===== config.mk =====
export PLATFORM = sky130hd
export DESIGN_NAME = tone_capture
export DESIGN_NICKNAME = d
export VERILOG_FILES = /design/src/rtl/tone_capture_pkg.sv /design/src/rtl/tone_capture_pin_sync.sv /design/src/rtl/tone_capture.sv
export SDC_FILE = /design/constraint.sdc
export NUM_CORES = 1
export LEC_CHECK = 0
export CELL_PAD_IN_SITES_DETAIL_PLACEMENT = 2
export CELL_PAD_IN_SITES_GLOBAL_PLACEMENT = 2
export CORE_UTILIZATION = 35
export DETAILED_ROUTE_END_ITERATION = 12
export GPL_TIMING_DRIVEN = 0
export PLACE_DENSITY_LB_ADDON = 0.1
export SLEW_MARGIN = 20
export SYNTH_ARGS = -nofsm -noshare
export SYNTH_HDL_FRONTEND = slang
export SYNTH_HIERARCHICAL = 1
export SYNTH_SLANG_ARGS = --single-unit

===== constraint.sdc =====
create_clock -name i_clk -period 2.9 [get_ports i_clk]
set_input_delay 0.435 -clock i_clk [delete_from_list [all_inputs] [get_ports i_clk]]
set_output_delay 0.435 -clock i_clk [all_outputs]
set_load 0.005 [all_outputs]

===== src/rtl/tone_capture_pkg.sv =====
// Shared register map, bit positions and FSM state type for the tone_capture peripheral.
package tone_capture_pkg;

    localparam int unsigned CTRL_OFS    = 32'h00;
    localparam int unsigned STATUS_OFS  = 32'h04;
    localparam int unsigned HIGH_OFS    = 32'h08;
    localparam int unsigned PERIOD_OFS  = 32'h0C;
    localparam int unsigned EDGE_OFS    = 32'h10;
    localparam int unsigned TIMEOUT_OFS = 32'h14;

    localparam int unsigned CTRL_EN      = 0;
    localparam int unsigned CTRL_ONESHOT = 1;
    localparam int unsigned CTRL_IE      = 2;

    localparam int unsigned STAT_VALID = 0;
    localparam int unsigned STAT_OVF   = 1;
    localparam int unsigned STAT_BUSY  = 2;

    typedef enum logic [1:0] {
        StIdle,
        StWaitRise,
        StMeasHigh,
        StMeasLow
    } state_e;

endpackage


===== src/rtl/tone_capture_pin_sync.sv =====
// Two-flop synchronizer for the capture pin plus a third flop for rise/fall detection.
module pin_sync_edge (
    input  logic i_clk,
    input  logic i_rst,
    input  logic i_pin,
    output logic o_level,
    output logic o_rise,
    output logic o_fall
);

    logic r_s1;
    logic r_s2;
    logic r_s3;

    always_ff @(posedge i_clk) begin
        if (i_rst) begin
            r_s1 <= 1'b0;
            r_s2 <= 1'b0;
            r_s3 <= 1'b0;
        end else begin
            r_s1 <= i_pin;
            r_s2 <= r_s1;
            r_s3 <= r_s2;
        end
    end

    assign o_level = r_s2;
    assign o_rise  = r_s2 & ~r_s3;
    assign o_fall  = ~r_s2 & r_s3;

endmodule


===== src/rtl/tone_capture.sv =====
// Input-capture peripheral: measures high time and period of a pin in clk cycles,
// counts rising edges and exposes results through a simple register interface.
module tone_capture
    import tone_capture_pkg::*;
#(
    parameter int unsigned ADDRWIDTH = 8,
    parameter int unsigned CNTWIDTH  = 32
) (
    input  logic                 i_clk,
    input  logic                 i_rst,
    input  logic                 i_wr,
    input  logic [ADDRWIDTH-1:0] i_waddr,
    input  logic [31:0]          i_wdata,
    input  logic                 i_rd,
    input  logic [ADDRWIDTH-1:0] i_raddr,
    output logic [31:0]          o_rdata,
    input  logic                 i_cap_pin,
    output logic                 o_irq
);

    localparam logic [ADDRWIDTH-1:0] A_CTRL    = ADDRWIDTH'(CTRL_OFS);
    localparam logic [ADDRWIDTH-1:0] A_STATUS  = ADDRWIDTH'(STATUS_OFS);
    localparam logic [ADDRWIDTH-1:0] A_HIGH    = ADDRWIDTH'(HIGH_OFS);
    localparam logic [ADDRWIDTH-1:0] A_PERIOD  = ADDRWIDTH'(PERIOD_OFS);
    localparam logic [ADDRWIDTH-1:0] A_EDGE    = ADDRWIDTH'(EDGE_OFS);
    localparam logic [ADDRWIDTH-1:0] A_TIMEOUT = ADDRWIDTH'(TIMEOUT_OFS);

    logic                r_en;
    logic                r_oneshot;
    logic                r_ie;
    logic                r_valid;
    logic                r_ovf;
    logic [CNTWIDTH-1:0] r_timeout;
    logic [CNTWIDTH-1:0] r_high;
    logic [CNTWIDTH-1:0] r_period;
    logic [CNTWIDTH-1:0] r_edge_cnt;
    logic [CNTWIDTH-1:0] r_cnt;
    logic [31:0]         r_rdata;
    state_e              r_state;

    state_e              w_state_d;
    logic [CNTWIDTH-1:0] w_cnt_d;
    logic [CNTWIDTH-1:0] w_high_d;
    logic [CNTWIDTH-1:0] w_period_d;
    logic [CNTWIDTH-1:0] w_cnt_inc;
    logic                w_valid_set;
    logic                w_ovf_set;
    logic                w_en_clr;
    logic                w_cnt_sat;
    logic                w_timeout_hit;
    logic                w_level;
    logic                w_rise;
    logic                w_fall;
    logic                w_unused_level;
    logic                w_wr_ctrl;
    logic                w_wr_status;
    logic                w_wr_timeout;
    logic                w_busy;
    logic [31:0]         w_rd_data;

    pin_sync_edge u_pin_sync (
        .i_clk   (i_clk),
        .i_rst   (i_rst),
        .i_pin   (i_cap_pin),
        .o_level (w_level),
        .o_rise  (w_rise),
        .o_fall  (w_fall)
    );

    // Edges carry all the timing information; the level itself is not needed here.
    assign w_unused_level = w_level;

    assign w_wr_ctrl     = i_wr && (i_waddr == A_CTRL);
    assign w_wr_status   = i_wr && (i_waddr == A_STATUS);
    assign w_wr_timeout  = i_wr && (i_waddr == A_TIMEOUT);
    assign w_busy        = (r_state != StIdle);
    assign w_cnt_sat     = &r_cnt;
    assign w_cnt_inc     = w_cnt_sat ? r_cnt : r_cnt + CNTWIDTH'(1);
    assign w_timeout_hit = (r_timeout != '0) && (r_cnt == r_timeout);

    always_comb begin
        w_state_d   = r_state;
        w_cnt_d     = r_cnt;
        w_high_d    = r_high;
        w_period_d  = r_period;
        w_valid_set = 1'b0;
        w_ovf_set   = 1'b0;
        w_en_clr    = 1'b0;
        if (!r_en) begin
            w_state_d = StIdle;
        end else begin
            unique case (r_state)
                StIdle: begin
                    w_state_d = StWaitRise;
                end
                StWaitRise: begin
                    if (w_rise) begin
                        w_state_d = StMeasHigh;
                        w_cnt_d   = CNTWIDTH'(1);
                    end
                end
                StMeasHigh: begin
                    if (w_timeout_hit || w_cnt_sat) begin
                        w_ovf_set = 1'b1;
                        w_state_d = StWaitRise;
                    end else if (w_fall) begin
                        w_high_d  = r_cnt;
                        w_cnt_d   = w_cnt_inc;
                        w_state_d = StMeasLow;
                    end else begin
                        w_cnt_d = w_cnt_inc;
                    end
                end
                StMeasLow: begin
                    if (w_timeout_hit || w_cnt_sat) begin
                        w_ovf_set = 1'b1;
                        w_state_d = StWaitRise;
                    end else if (w_rise) begin
                        w_period_d  = r_cnt;
                        w_valid_set = 1'b1;
                        if (r_oneshot) begin
                            w_state_d = StIdle;
                            w_en_clr  = 1'b1;
                        end else begin
                            w_state_d = StMeasHigh;
                            w_cnt_d   = CNTWIDTH'(1);
                        end
                    end else begin
                        w_cnt_d = w_cnt_inc;
                    end
                end
                default: begin
                    w_state_d = StIdle;
                end
            endcase
        end
    end

    always_comb begin
        w_rd_data = '0;
        case (i_raddr)
            A_CTRL: begin
                w_rd_data[CTRL_EN]      = r_en;
                w_rd_data[CTRL_ONESHOT] = r_oneshot;
                w_rd_data[CTRL_IE]      = r_ie;
            end
            A_STATUS: begin
                w_rd_data[STAT_VALID] = r_valid;
                w_rd_data[STAT_OVF]   = r_ovf;
                w_rd_data[STAT_BUSY]  = w_busy;
            end
            A_HIGH:    w_rd_data = 32'(r_high);
            A_PERIOD:  w_rd_data = 32'(r_period);
            A_EDGE:    w_rd_data = 32'(r_edge_cnt);
            A_TIMEOUT: w_rd_data = 32'(r_timeout);
            default:   w_rd_data = '0;
        endcase
    end

    always_ff @(posedge i_clk) begin
        if (i_rst) begin
            r_state    <= StIdle;
            r_cnt      <= '0;
            r_high     <= '0;
            r_period   <= '0;
            r_en       <= 1'b0;
            r_oneshot  <= 1'b0;
            r_ie       <= 1'b0;
            r_valid    <= 1'b0;
            r_ovf      <= 1'b0;
            r_timeout  <= '0;
            r_edge_cnt <= '0;
            r_rdata    <= '0;
        end else begin
            r_state  <= w_state_d;
            r_cnt    <= w_cnt_d;
            r_high   <= w_high_d;
            r_period <= w_period_d;

            // A CPU write to CTRL overrides the one-shot auto-clear of EN.
            if (w_wr_ctrl) begin
                r_en      <= i_wdata[CTRL_EN];
                r_oneshot <= i_wdata[CTRL_ONESHOT];
                r_ie      <= i_wdata[CTRL_IE];
            end else if (w_en_clr) begin
                r_en <= 1'b0;
            end

            // New events win over a simultaneous write-1-to-clear.
            r_valid <= w_valid_set | (r_valid & ~(w_wr_status & i_wdata[STAT_VALID]));
            r_ovf   <= w_ovf_set | (r_ovf & ~(w_wr_status & i_wdata[STAT_OVF]));

            if (w_wr_timeout) begin
                r_timeout <= i_wdata[CNTWIDTH-1:0];
            end

            if (w_wr_ctrl && i_wdata[CTRL_EN] && !r_en) begin
                r_edge_cnt <= '0;
            end else if (r_en && w_rise && !(&r_edge_cnt)) begin
                r_edge_cnt <= r_edge_cnt + CNTWIDTH'(1);
            end

            if (i_rd) begin
                r_rdata <= w_rd_data;
            end
        end
    end

    assign o_rdata = r_rdata;
    assign o_irq   = r_valid & r_ie;

endmodule


# --- Yosys cells after proc, flatten, opt, wreduce, memory -nomap -nowiden ---
# Index checks and enable logic that the tools add are counted.
word_totals:
  input_bits: 53
  word_cells: 106
  out_inout_bits: 33
  ff_bits: 202
classes:
  bitwise: 15
  reduce_logical: 27
  muxes: 30
  n_eq_ne: 17
  add_sub_neg: 2
op_table:
  columns: ["op", "count"]
  rows:
  - ["$mux W32", 6]
  - ["$pmux W29 S4", 1]
  - ["$pmux W32 S3", 1]
  - ["$add A32 B1 Y32 const B", 2]
  - ["$reduce_and A32 Y1", 2]
  - ["$eq A32 B32 Y1", 1]
  - ["$reduce_bool A32 Y1", 1]
  - ["$eq A8 B5 Y1 const B", 3]
  - ["$pmux W3 S6", 1]
  - ["$eq A8 B3 Y1 const B", 2]
  - ["$eq A8 B4 Y1 const B", 2]
  - ["$logic_not A8 Y1", 2]
  - ["$mux W1", 14]
  - ["$mux W2", 6]
  - ["$logic_and A1 B1 Y1", 8]
  - ["$pmux W2 S4", 1]
  - ["$reduce_and A4 Y1", 2]
  - ["$and A1 B1 Y1", 7]
  - ["$ne A2 B2 Y1 const B", 3]
  - ["$ne A3 B3 Y1 const B", 2]
  - ["$not A1 Y1", 6]
  - ["$reduce_and A6 Y1", 1]
  - ["$reduce_or A2 Y1", 3]
  - ["$eq A2 B2 Y1 const B", 2]
  - ["other kinds (9)", 12]

# --- Depth between registers and ports, before layout ---
# Gate-level depths: netlist of run 1.
logic_depth:
  depth_word: 8
  mapped_depth: 9
  depth_no_buf: 7

# --- By module ---
# Netlist of run 1, hierarchy kept.
modules_own_cells:
  columns: ["mod", "area_per_inst_um2", "seq_area_each_um2", "cells_per_inst", "instances"]
  rows:
  - ["tone_capture", 9859.5, 3983.8, 1215, 1]
  - ["pin_sync_edge", 91.3, 60.1, 8, 1]

# --- Worst setup path after synthesis of run 1 ---
# Ideal clock, no wire load.
synth_timing:
  path_kind: "in2reg"
  from: "in i_waddr[5]"
  to: "reg r_edge_cnt[0]"
  t_required_ns: 2.783
  arrival_time_ns: 2.160
  path_slack_ns: 0.623
  path_stages: 7
  setup_ns: 0.117
  path_buffers: 1
  path_cell_list: "or4b_1 nor4_1 nor3b_2 nand2_1 o21ai_2 buf_2 nor2_1"
synth_between:
  elab_chain_len: 5
synth_rtl:
  columns: ["element", "line_no", "rtl"]
  rows:
  - ["start: declaration", "tone_capture.sv:12", "input logic [ADDRWIDTH-1:0] i_waddr,"]
  - ["$logic_not A8 Y1", "tone_capture.sv:73", "assign w_wr_ctrl = i_wr && (i_waddr == A_CTRL);"]
  - ["$logic_and A1 B1 Y1", "tone_capture.sv:73", null]
  - ["$logic_and A1 B1 Y1 (2 in a row)", "tone_capture.sv:197", "if (w_wr_ctrl && i_wdata[CTRL_EN] && !r_en) begin"]
  - ["$reduce_or A2 Y1 (no line)", null, null]
  - ["end signal: assignment", "tone_capture.sv:200", "r_edge_cnt <= r_edge_cnt + CNTWIDTH'(1);"]
  - ["end: declaration", "tone_capture.sv:36", "logic [CNTWIDTH-1:0] r_edge_cnt;"]
# Every way passes these cells.
# A chain may end at the register's enable or synchronous reset.

# --- Worst setup path after layout of run 1 ---
layout_timing:
  from: "reg u_pin_sync.r_s2 (netlist: u_pin_sync/o_level)"
  to: "reg r_cnt[31]"
layout_between:
  elab_chain_len: 4
  elab_cells_between_ends: 7
  cone_classes: "eq/ne: 2; mux: 3; bitwise: 1; reduce/logical: 1"
layout_rtl:
  columns: ["element", "line_no", "rtl"]
  rows:
  - ["start: declaration", "tone_capture_pin_sync.sv:12", "logic r_s2;"]
  - ["start signal: assignment", "tone_capture_pin_sync.sv:22", "r_s2 <= r_s1;"]
  - ["$and A1 B1 Y1 *", "tone_capture_pin_sync.sv:28", "assign o_rise = r_s2 & ~r_s3;"]
  - ["via w_rise", "tone_capture.sv:52", "logic w_rise;"]
  - ["$mux W32", "tone_capture.sv:118", "end else if (w_rise) begin"]
  - ["$mux W32", "tone_capture.sv:115", "if (w_timeout_hit || w_cnt_sat) begin"]
  - ["$pmux W32 S3", "tone_capture.sv:92", "unique case (r_state)"]
  - ["end signal: assignment", "tone_capture.sv:176", "r_cnt <= w_cnt_d;"]
  - ["end: declaration", "tone_capture.sv:37", "logic [CNTWIDTH-1:0] r_cnt;"]
# Mark *: on every way through the listed nets, which the timed path passes. The rest lies on a longest branch. The select of a mux whose other input is x is not followed.

==> results.md, run 1 <==
* Status: finished clean
* Port bufs at 84
* Static Leakage at 0.004170 uW
* Total detailed-routing wirelength at 41680 um
* Min-delay src: u_pin_sync/r_s1
* Netlist cell types at 58
* Clock root buffer: clkbuf_16
* Global-route wire length before repair at 63970 um
* Starting Density at 35.72%
* Syn nets at 1278
* Skew-Pair Late Insertion Delay at 0.53 ns
* Slew headroom at 36.96%
* Die area at 29110 sq um
* Power per cell area at 511.0 nW/um^2
* Worst hold-check path type: reg -> reg
* Worst path required time at 3.36 ns
* Post-synthesis sequential area ratio at 40.64%
* Most frequent cell after synthesis: dfxtp_1
* Worst Hold End: u_pin_sync/o_level
* CTS tree: done
* Total Power at 6217 uW
* Std cell rows at 61
* Max Transition Viols Final at 0
* Slew at the pin with the worst max-slew slack at 0.9457 ns
* Avg Cell Area, Syn at 8.136 sq um
* Fin. Hold Viols at 0
* Worst IR Drop VDD at 0.3694 mV
* DR iter-0 viols at 497
* Fill cells at 3129
* Die H at 170.6 um
* Synth area leader: dfxtp_1
* Final #Nets at 1389
* # DRC at 0
* Startpoint types: flip-flop
* CTS clk-pin slew, worst paths at 0.06 ns
* Avg WL per Cell at 24.09 um
* Post-Syn Instances at 1223
* WHS at 0.4505 ns
* Worst hold path depth at 1
* Post-synth EDFFs at 0
* Async set-reset flop share out of synthesis at 0%
* Pre-CTS setup slack at -0.5844 ns
* Final setup margin at 0.1647 ns
* Post-synthesis cell area at 9951 sq um
* Ratio of cells with drive above 1 in the final layout at 7.766%
* Vias/cell at 5.773
* Die X at 170.6 um
* Synth warnings at 6
* Gr usage total at 29.00%
* First-pass DRT Iterations at 5
* Max Clock Skew at 0.02009 ns
* Crit Reg-Reg Endpoint: r_cnt[31]
* Post-Route Setup TNS at 0 ns
* Post-route ant nets at 0
* DP HPWL at 31100 um
* Top cell type's share of synthesized area at 40.64%
* Vias in the first global route at 10784
* Setup violators final at 0
* CTS H-tree depth at 1
* GR Overflow Total at 0
* Worst EP arrival at 3.19 ns
* CP endpoint kind: flip-flop
* RSZ-0062 raised after global routing: false
* Synth Register Bits at 202
* Reg2reg setup slack at 0.16 ns
* Synth top area cells: dfxtp_1 41%, a21oi_1 7.9%, mux2i_1 6.5%, nand3_1 4.6%, o21ai_0 4.2%
* # IOs at 86
* Worst r2r src: u_pin_sync/o_level
* Tmin final at 2.735 ns
* Cts bufs inserted at 25
* GPL Wtd Cong at 0.8497
* CTS Buffer Depth at 3
* Antenna violations before repair at 0
* # diodes at 0
* Clock Sinks at 202
* Most frequent cells after synthesis: 202 x dfxtp_1, 157 x a21oi_1, 100 x nand2_1
* Via count at 9988
* CORE AREA at 27860 sq um
* Synth-to-Final Area Change at 22.27%
* Max cap viols at 0
* Fmax at 365.6 MHz
* Worst Setup Path Type: reg -> reg
* Primary FF master, synth: dfxtp_1
* R2R depth at 6
* Final worst-path cycle share at 94.32%
* Largest net degree at the start of global routing at 13
* Critical-path maximum fanout at 10
[critical path: stages (launching register included)]
cell,delay [ns]
dfxtp_1,0.34
nor2b_2,0.45
a21o_1,0.23
nand3_1,0.35
or4_1,0.68
or4_1,0.44
a21oi_1,0.17
[cells in the final DEF, fill, tap and decap left out, drive strengths merged, types with 4 or more instances in the layout]
cell	n
o31ai	17
dfxtp	202
and2	8
mux2i	65
xor2	35
a21oi	157
or3	20
xnor2	29
and4	11
clkinv	8
nand3	93
nor2	94
o22ai	29
buf	36
o211ai	4
clkbuf	98
nor3	17
nor2b	35
nand2	100
nand4	27
or4	19
clkdlybuf4s50	84
nor4	25
inv	8
o21ai	86
and3	8
[cell families (layout without fill, tap and decap cells)]
| logic type | Yosys count | in the layout | synth area share [%] |
|---|---|---|---|
| muxes | 68 | 68 | 7.217 |
| and+or+nand+nor | 474 | 474 | 24.83 |
| adders and majority gates | 2 | 2 | 0.2514 |
| AOI/OAI and AO/OA | 305 | 305 | 16.67 |
| buffers and inverters | 108 | 237 | 4.753 |
| xor gates and xnor gates | 64 | 64 | 5.633 |
| DFF | 202 | 202 | 40.64 |
[how the worst max path moves through the flow]
stage	start	endpoint	slack, ns	cells past startpoint
2_1_floorplan	i_waddr[5]	r_edge_cnt[0]	0.62	7
6_report	u_pin_sync/o_level	r_cnt[31]	0.16	6
4_1_cts	r_cnt[0]	r_cnt[15]	0.006	7
5_1_grt	r_cnt[0]	r_cnt[28]	0.02	8
3_5_place_dp	i_waddr[5]	r_edge_cnt[18]	-0.58	8
3_3_place_gp	i_waddr[5]	r_edge_cnt[23]	-0.53	8
[metrics by stage]
step | cell area (sq um) | utilization, % | instances
CTS | 12100 | 43.44 | 1730
global placement | 11260 | 40.44 | 1685
detailed placement | 11260 | 40.44 | 1685
finish | 12170 | 43.67 | 1730
global route | 12170 | 43.67 | 1730
floorplan | 9951 | - | 1223
[area by class of cell]
type	count	area (sq um)	share of cell area, %
tap	378	473.0	3.887
buffer	99	455.4	3.743
clock inverter	11	107.6	0.8844
sequential	202	4045	33.25
inverter	8	30.03	0.2468
clock buffer	34	709.4	5.831
timing repair buffer	85	848.3	6.972
multi-input combinational	913	5498	45.19
[report_power, final]
part / switching [uW] / internal, uW / leakage [uW]
combinational: 163 / 110 / 0.00213
clock: 1280 / 1880 / 0.000408
sequential: 3.86 / 2780 / 0.00163
total: 1450 / 4770 / 0.00417
[metal layers]
metal	vias to the layer above	global-route usage (%)	part of all wire, %
met2	193	51.02	49
met3	57	3.400	3.5
met1	5131	37.12	45
li1	4607	-	-
met5	-	0	0
met4	0	8.108	2.4
[state kept, by name, indices dropped and copies added (netlist names), 2 cells and up]
name / flops
o_rdata: 32
r_period: 32
r_edge_cnt: 32
r_high: 32
r_cnt: 32
r_timeout: 32
r_state: 2
[what timing repair did]
action | in CTS | in global routing
endpoints found under the setup margin | 71 | 135
hold buffers | 0 | 0
cloned | 0 | 0
pin swaps | 0 | 2
buffers inserted | 0 | 1
resized for setup | 9 | 19
Power figures use the tool's default switching activity.
==> inputs of run 2 (changes only) <==
- CORE_UTILIZATION: 35 -> 24
==> run 2 against run 1 <==
Clock skew increased by 0.0086 ns. Worst setup slack improved by 0.012 ns. Fmax increased by 0.45%. Largest cell class unchanged. Critical endpoint is now r_high[10].
==> results.md, run 2 (same netlist as run 1, synthesis figures left out) <==
* Status: finished clean
* Gr usage total at 21.24% (-7.8 points)
* GPL Wtd Cong at 0.8009 (-5.7%)
* Crit Reg-Reg Endpoint: r_high[10]
* # hold bufs at CTS at 0 (unchanged)
* Tmin final at 2.723 ns (-0.01222 ns)
* Synth-to-Final Area Change at 26.98%
* Ratio of cells with drive above 1 in the final layout at 8.944% (+1.2 points)
* Post-route ant nets at 0 (unchanged)
* WHS at 0.4084 ns (-0.04216 ns)
* Vias in the first global route at 10413 (-3.4%)
* Worst EP arrival at 3.13 ns (-0.06 ns)
* Startpoint types: flip-flop
* Skew-Pair Late Insertion Delay at 0.57 ns (+0.04 ns)
* # DRC at 0 (unchanged)
* Clock root buffer: clkbuf_16
* Worst hold-check path type: in -> reg
* Cts bufs inserted at 28 (+12%)
* Setup violators final at 0 (unchanged)
* CORE AREA at 40830 sq um (+47%)
* Min-delay src: i_wdata[28]
* Via count at 9727 (-2.6%)
* RSZ-0062 raised after global routing: false
* Fill cells at 4694 (+50%)
* Max cap viols at 0 (unchanged)
* GR Overflow Total at 0 (unchanged)
* Total Power at 6860 uW (+10%)
* Worst Setup Path Type: reg -> reg
* Port bufs at 84 (unchanged)
* Reg2reg setup slack at 0.18 ns (about the same)
* # IOs at 86 (unchanged)
* Worst r2r src: r_cnt[25]
* Static Leakage at 0.004301 uW (+3.1%)
* Die H at 205.6 um (+21%)
* CTS Buffer Depth at 3 (unchanged)
* Final worst-path cycle share at 93.90% (-0.42 points)
* Std cell rows at 74 (+21%)
* Total detailed-routing wirelength at 44710 um (+7.3%)
* Slew at the pin with the worst max-slew slack at 0.8961 ns (-0.04961 ns)
* Die area at 42280 sq um (+45%)
* CTS tree: done
* Avg WL per Cell at 23.58 um (-2.1%)
* Post-Route Setup TNS at 0 ns (unchanged)
* DR iter-0 viols at 340 (-32%)
* CTS clk-pin slew, worst paths at 0.06 ns (about the same)
* Most frequent cells in the layout: 201 x dfxtp_1, 157 x a21oi_1, 100 x nand2_1, 93 x nor2_1, 91 x nand3_1
* Vias/cell at 5.130 (-11%)
* Slew headroom at 40.26% (+3.3 points)
* CP endpoint kind: flip-flop
* Global-route wire length before repair at 66670 um (+4.2%)
* CTS H-tree depth at 1 (unchanged)
* Final #Nets at 1397 (+0.58%)
* Critical-path maximum fanout at 10 (unchanged)
* Fin. Hold Viols at 0 (unchanged)
* Die X at 205.6 um (+21%)
* DP HPWL at 34100 um (+9.7%)
* Worst Hold End: r_timeout[28]
* R2R depth at 9 (+3)
* Power per cell area at 542.9 nW/um^2 (+6.2%)
* Clock Sinks at 202 (unchanged)
* Commonest non-fill, non-tap cell in the layout: dfxtp_1
* First-pass DRT Iterations at 4 (-1)
* Worst hold path depth at 3 (+2)
* Starting Density at 24.37% (-11 points)
* Fmax at 367.2 MHz (+0.45%)
* Post-route cell area at 12640 sq um (+3.9%)
* Worst path required time at 3.30 ns (-0.06 ns)
* Placed cell area at 11460 sq um (+1.7%)
* Antenna violations before repair at 1 (+1)
* # diodes at 0 (unchanged)
* Max Transition Viols Final at 0 (unchanged)
* Worst IR Drop VDD at 0.3599 mV (-2.6%)
* Largest net degree at the start of global routing at 15 (+2)
* Max Clock Skew at 0.02866 ns (+0.008570 ns)
[run 2: layer usage]
| metal | share of wire (%) | vias up | global-route usage (%) | routed length (um) |
|---|---|---|---|---|
| met5 | 0 | - | 0 | 0 |
| met4 | 2.5 | 0 | 5.265 | 1136 |
| met3 | 2.9 | 52 | 2.487 | 1275 |
| met2 | 48 | 121 | 36.50 | 21340 |
| met1 | 47 | 4924 | 28.01 | 20950 |
| li1 | - | 4630 | - | - |
[run 2: report_power, final]
group          leakage [uW]  total, uW  internal (uW)  switching [uW]
clock network      0.000512       3800           2400            1400
registers           0.00163       2780           2780            4.48
logic               0.00216        276            112             164
[run 2: cell type report]
cell class	instances	area, sq um	share of cell area [%]
multi-input combinational	913	5525	43.73
sequential	202	4045	32.01
buffer	100	461.7	3.654
timing repair buffer	89	878.3	6.951
inverter	8	30.03	0.2376
clock inverter	12	173.9	1.376
clock buffer	40	855.8	6.773
tap	532	665.6	5.268
[run 2: through the flow]
step | cells | setup slack, ns | util, %
after floorplan | 1223 | 0.6230 | -
after global placement | 1839 | -0.6127 | 28.06
after detailed placement | 1839 | -0.7018 | 28.06
after CTS | 1891 | 0.01313 | 30.66
after global routing | 1896 | 0.005439 | 30.95
final | 1896 | 0.1769 | 30.95
[run 2: timing repair]
item | in CTS | in global routing
resized for setup | 12 | 24
pin swaps | 0 | 3
setup buffers | 0 | 5
endpoints found under the setup margin | 90 | 131
[run 2: how the worst max path moves through the flow]
stage                     slack (ns)       start  cells after the start             to
final                           0.18   r_cnt[25]                      9     r_high[10]
after global routing           0.005   r_cnt[25]                     10       r_cnt[0]
after CTS                       0.01    r_cnt[0]                      7      r_cnt[21]
after detailed placement       -0.70  i_waddr[5]                      8  r_edge_cnt[4]
after global placement         -0.61  i_waddr[5]                      8  r_edge_cnt[8]
after floorplan                 0.62  i_waddr[5]                      7  r_edge_cnt[0]
[run 2: critical path, stage by stage (launching register included)]
cell and delay [ns]:
dfxtp_1 0.30, buf_2 0.26, and4_1 0.31, nand3_2 0.26, or4b_1 0.64, o31a_1 0.16
buf_2 0.20, buf_2 0.23, nand3_1 0.13, a21oi_1 0.07
